File: config.mk
export PLATFORM = sky130hd
export DESIGN_NAME = run_length_detector
export DESIGN_NICKNAME = d
export VERILOG_FILES = /design/src/rtl/rundet_pkg.sv /design/src/rtl/run_length_detector_sat_counter.sv /design/src/rtl/run_length_detector.sv
export SDC_FILE = /design/constraint.sdc
export NUM_CORES = 1
export LEC_CHECK = 0
export CORE_AREA = 2 2 47 49
export CTS_CLUSTER_DIAMETER = 150
export DETAILED_ROUTE_END_ITERATION = 6
export DIE_AREA = 0 0 49 51
export PLACE_DENSITY = 0.58
export SETUP_SLACK_MARGIN = 0.15
export SKIP_LAST_GASP = 1
export SLEW_MARGIN = 10
export SYNTH_ARGS = -nofsm -noshare
export SYNTH_HDL_FRONTEND = slang
export SYNTH_SLANG_ARGS = --single-unit
File: constraint.sdc
create_clock -name Clock -period 2.2 [get_ports Clock]
set_input_delay 0.44 -clock Clock [delete_from_list [all_inputs] [get_ports Clock]]
set_output_delay 0.44 -clock Clock [all_outputs]
set_load 0.05 [all_outputs]
File: src/rtl/rundet_pkg.sv
// Shared state encoding and sizing helper for the run-length detector.
package rundet_pkg;

   typedef enum logic [1:0] {
      ST_IDLE   = 2'b00,
      ST_COUNT  = 2'b01,
      ST_DETECT = 2'b10
   } state_t;

   // Ceiling log2; evaluated at elaboration to size the run register.
   function automatic int clog2(input int value);
      int result;
      result = 0;
      while ((1 << result) < value) result++;
      return result;
   endfunction

endpackage

File: src/rtl/run_length_detector_sat_counter.sv
// Saturating up-counter with synchronous clear; holds at all-ones instead of wrapping.
module sat_counter #(
   parameter int W = 8
) (
   input  logic         Clock,
   input  logic         Resetn,
   input  logic         clr,
   input  logic         inc,
   output logic [W-1:0] q
);

   always_ff @(posedge Clock or negedge Resetn) begin
      if (!Resetn) begin
         q <= '0;
      end else if (clr) begin
         q <= '0;
      end else if (inc && (q != '1)) begin
         q <= q + W'(1);
      end
   end

endmodule

File: src/rtl/run_length_detector.sv
// Moore detector: z goes high once w has matched Pol for RUN_LEN consecutive enabled samples.
module run_length_detector
   import rundet_pkg::*;
#(
   parameter  int RUN_LEN = 2,
   parameter  int OVERLAP = 1,
   parameter  int CNT_W   = 8,
   localparam int RW      = clog2(RUN_LEN + 1)
) (
   input  logic             Clock,
   input  logic             Resetn,
   input  logic             En,
   input  logic             Clr,
   input  logic             Pol,
   input  logic             w,
   output logic             z,
   output logic             z_pulse,
   output logic [RW-1:0]    run_cnt,
   output logic [CNT_W-1:0] det_cnt
);

   localparam logic [RW-1:0] RUN_MAX = RW'(RUN_LEN);
   localparam logic [RW-1:0] RUN_ONE = RW'(1);

   generate
      if (RUN_LEN < 1 || CNT_W < 1) begin : g_bad_param
         $error("run_length_detector: RUN_LEN and CNT_W must both be >= 1");
      end
   endgenerate

   logic [RW-1:0] r_run;
   logic [RW-1:0] w_run_next;
   logic          r_pulse;
   logic          w_det;
   state_t        w_state;

   always_ff @(posedge Clock or negedge Resetn) begin
      if (!Resetn) begin
         r_run   <= '0;
         r_pulse <= 1'b0;
      end else begin
         r_run   <= w_run_next;
         r_pulse <= w_det;
      end
   end

   always_comb begin
      w_run_next = r_run;
      w_det      = 1'b0;
      if (Clr) begin
         w_run_next = '0;
      end else if (En) begin
         if (w != Pol) begin
            w_run_next = '0;
         end else if (r_run == RUN_MAX) begin
            // A completed run either stays in DETECT or restarts as a run of one.
            w_run_next = (OVERLAP != 0) ? RUN_MAX : RUN_ONE;
            w_det      = (OVERLAP == 0) && (RUN_LEN == 1);
         end else begin
            w_run_next = r_run + RUN_ONE;
            w_det      = ((r_run + RUN_ONE) == RUN_MAX);
         end
      end
   end

   always_comb begin
      w_state = ST_COUNT;
      if (r_run == '0) begin
         w_state = ST_IDLE;
      end else if (r_run == RUN_MAX) begin
         w_state = ST_DETECT;
      end
   end

   assign z       = (w_state == ST_DETECT);
   assign z_pulse = r_pulse;
   assign run_cnt = r_run;

   sat_counter #(
      .W (CNT_W)
   ) u_det_cnt (
      .Clock  (Clock),
      .Resetn (Resetn),
      .clr    (Clr),
      .inc    (w_det),
      .q      (det_cnt)
   );

endmodule

==> impl_metrics.toml <==
[synth]
synth_area_leaders = "dfrtp_1 42%, ha_1 7.7%, nand3_1 4.6%, o31ai_1 3.5%, inv_1 2.9%"
ys_warn_count = 0
synth_nets = 74
postSynth.asyncResetShare_pct = 100
synth.largest_area_cell = "dfrtp_1"
synth_edf_count = 0
synthAdderAreaFrac_pct = 7.68
synth_compound_area_share_pct = 19.4
muxShareOfSynthArea_pct = 0
yosys.area_share.xor_xnor_pct = 2.69
ys_types = 30
synth_simple_gate_area_share_pct = 18.8
synth-main-ff-cell = "dfrtp_1"
synth_area_um2 = 652
netlist.area_leader.share_pct = 42.2
syn_inst = 64
synth.avg_cell_area_um2 = 10.2
ys_ff_latch = 11
synth_top_family_by_area = "compound AO/OA/AOI/OAI gates"
ys_seq_area_share_pct = 42.2

[die]
core_mm2 = 0.00206
die_height_um = 51
num_rows = 17
fp.dieW_um = 49
pin_count = 18
dieArea_mm2 = 0.00250
start_util_pct = 31.6

[power_and_ir_drop]
vdd_drop_max_uv = 239
total_power_mw = 0.407
power.density_mw_per_mm2 = 465
seqPwrFrac_pct = 51.0
power_frac_comb_pct = 13.6
p_switching_mw = 0.109
internal_power_mw = 0.298
swShare_pct = 26.8
pwr-share-clk_pct = 35.3
leakagePower_nw = 0.373

[setup_path]
required_ns = 1.76
slowest_stage = "clkdlybuf4s50_1"
slowest_delay_ns = 0.83
crit_type = "reg -> out"
crit_fanout = 5
cp-start-kind = "flip-flop"
cp_num_buf_inv = 1
cpLargestDelayFamily = "buffers and inverters"
crit_cells = 1
critPathCaptureType = "output pin"
cp_cell_sequence = "clkdlybuf4s50_1"
reg2reg_depth = 6
crit_arrival_ns = 1.54

[timing]
relSlewSlack_pct = 66.1
holdWs_ns = 0.488
drv_slew = 0
setup_ws_ns = 0.219
setup_violations = 0
fmax_mhz = 505
fin_crit_sh_pct = 90.1
finalClockSkew_ns = 0.00538
rsz0062_at_grt = "false"
final.setup.tns_ns = 0
tightestPinTransition_ns = 0.508
hold_viol = 0
period_needed_ns = 1.98

[cells_and_area]
layout_common_cells = "14 x clkdlybuf4s50_1, 11 x dfrtp_1, 6 x nand3_1"
fin_nets = 96
fin_cells = 113
num_antenna_cells = 0
fillers = 217
final_layout_size_suffix_gt1_share_pct = 10.6
final_common_cell = "clkdlybuf4s50_1"
syn_to_final_growth_pct = 34.4

[place]
pre_cts_slack_ns = -0.0299
io_buffers = 17
hpwl_mm = 1.07
placed_cells = 109
gp_congestion = 0.731

[global_route]
grt_max_degree = 12
grt_pass1_wl_mm = 2.41
first_global_vias = 548
antenna_found_initial = 0
gr-total-overflow = 0
grt_usage_pct = 13.1

[cts]
clkSinkCount = 11
cts.htree.levels = 1
clk_pin_slew_ns = 0.07
clockBufferDepth = 2
root_buffer = "clkbuf_4"
numCtsBuffers = 3
cts_setup_buffers = 0
cts_tree = "done"
insertion_delay_ns = 0.28

[run]
maxCapViolCount = 0

[drt]
ant_nets = 0
drc = 0
drt_pass1_iterations = 4
drt_iter0_drc = 10
wl_mm = 1.43
num_vias = 576
routedWlPerCell_um = 12.7
via_per_inst = 5.10

[min_path]
timing.hold.worst.class = "in -> async"

[status]
status = "finished, final reports clean"
[cell families (layout without fill, tap and decap cells)]
kind of cell / after synthesis / after routing
AO/OA/AOI/OAI: 18 / 18
XOR/XNOR: 2 / 2
adder cells (fa/ha/maj): 4 / 4
buffers and inverters: 8 / 29
flip-flops: 11 / 11
AND/OR/NAND/NOR: 21 / 21
[synthesized netlist by cell type (2+ instances only)]
master and count:
a31oi_1 2, o311ai_1 2, nand4_1 2, nand3_1 6, o21ai_1 2, ha_1 4
a21oi_1 3, nand2_1 3, dfrtp_1 11, o31ai_1 3, nor4_1 2, nand2b_1 2
inv_1 5
[path summary, 6_finish.rpt]
path,start,endpoint,slack [ns]
setup / recovery,u_det_cnt.q[7]$_DFFE_PN0P_,det_cnt[7],0.22
hold / removal,Resetn,u_det_cnt.q[5]$_DFFE_PN0P_,0.49
setup reg to reg,run_cnt[1]$_DFFE_PN0P_,u_det_cnt.q[2]$_DFFE_PN0P_,0.37
hold reg to reg,u_det_cnt.q[6]$_DFFE_PN0P_,u_det_cnt.q[6]$_DFFE_PN0P_,0.54
max in group asynchronous,Resetn,u_det_cnt.q[1]$_DFFE_PN0P_,1.38
min in group Clock,u_det_cnt.q[6]$_DFFE_PN0P_,u_det_cnt.q[6]$_DFFE_PN0P_,0.54
[stage by stage]
step / cell area, um2 / util (%)
detailed placement: 845 / 40.9
CTS: 871 / 42.2
global placement: 845 / 40.9
global route: 876 / 42.4
floorplan: 652 / -
finish: 876 / 42.4
[power by group through the flow]
stage	clock, mW	combinational, mW	sequential (mW)
global route	0.158	0.0599	0.208
detailed placement	0	0.0557	0.212
global placement	0	0.0564	0.212
CTS	0.149	0.0561	0.208
finish	0.144	0.0554	0.208
floorplan	0	0.0215	0.221
[registers in the layout, indices dropped and copies added (netlist names)]
register	flops
z_pulse	1
u_det_cnt.q	8
run_cnt	2
[area by class of cell]
| cell class | instances | area [um2] | share of cell area, % |
|---|---|---|---|
| multi-input cells | 45 | 317 | 36.1 |
| flip-flops and latches | 11 | 275 | 31.4 |
| repair buffers | 19 | 188 | 21.4 |
| inverters | 6 | 35.0 | 4.00 |
| well taps | 28 | 35.0 | 4.00 |
| clock buffers | 4 | 26.3 | 3.00 |
[repair_timing]
item	4_1_cts	5_1_grt
endpoints found under the setup margin	0	2
resized for setup	0	2
hold buffers	0	0
[per-layer routing]
metal  GRT usage [%]  vias up  share of wire [%]
li1                -      285                  -
met3            2.63        5                3.8
met5               0        -                  0
met1            14.3      271                 45
met2            22.6       15                 49
met4            10.0        0                2.9
No activity file was read; power rests on OpenSTA's default activity.
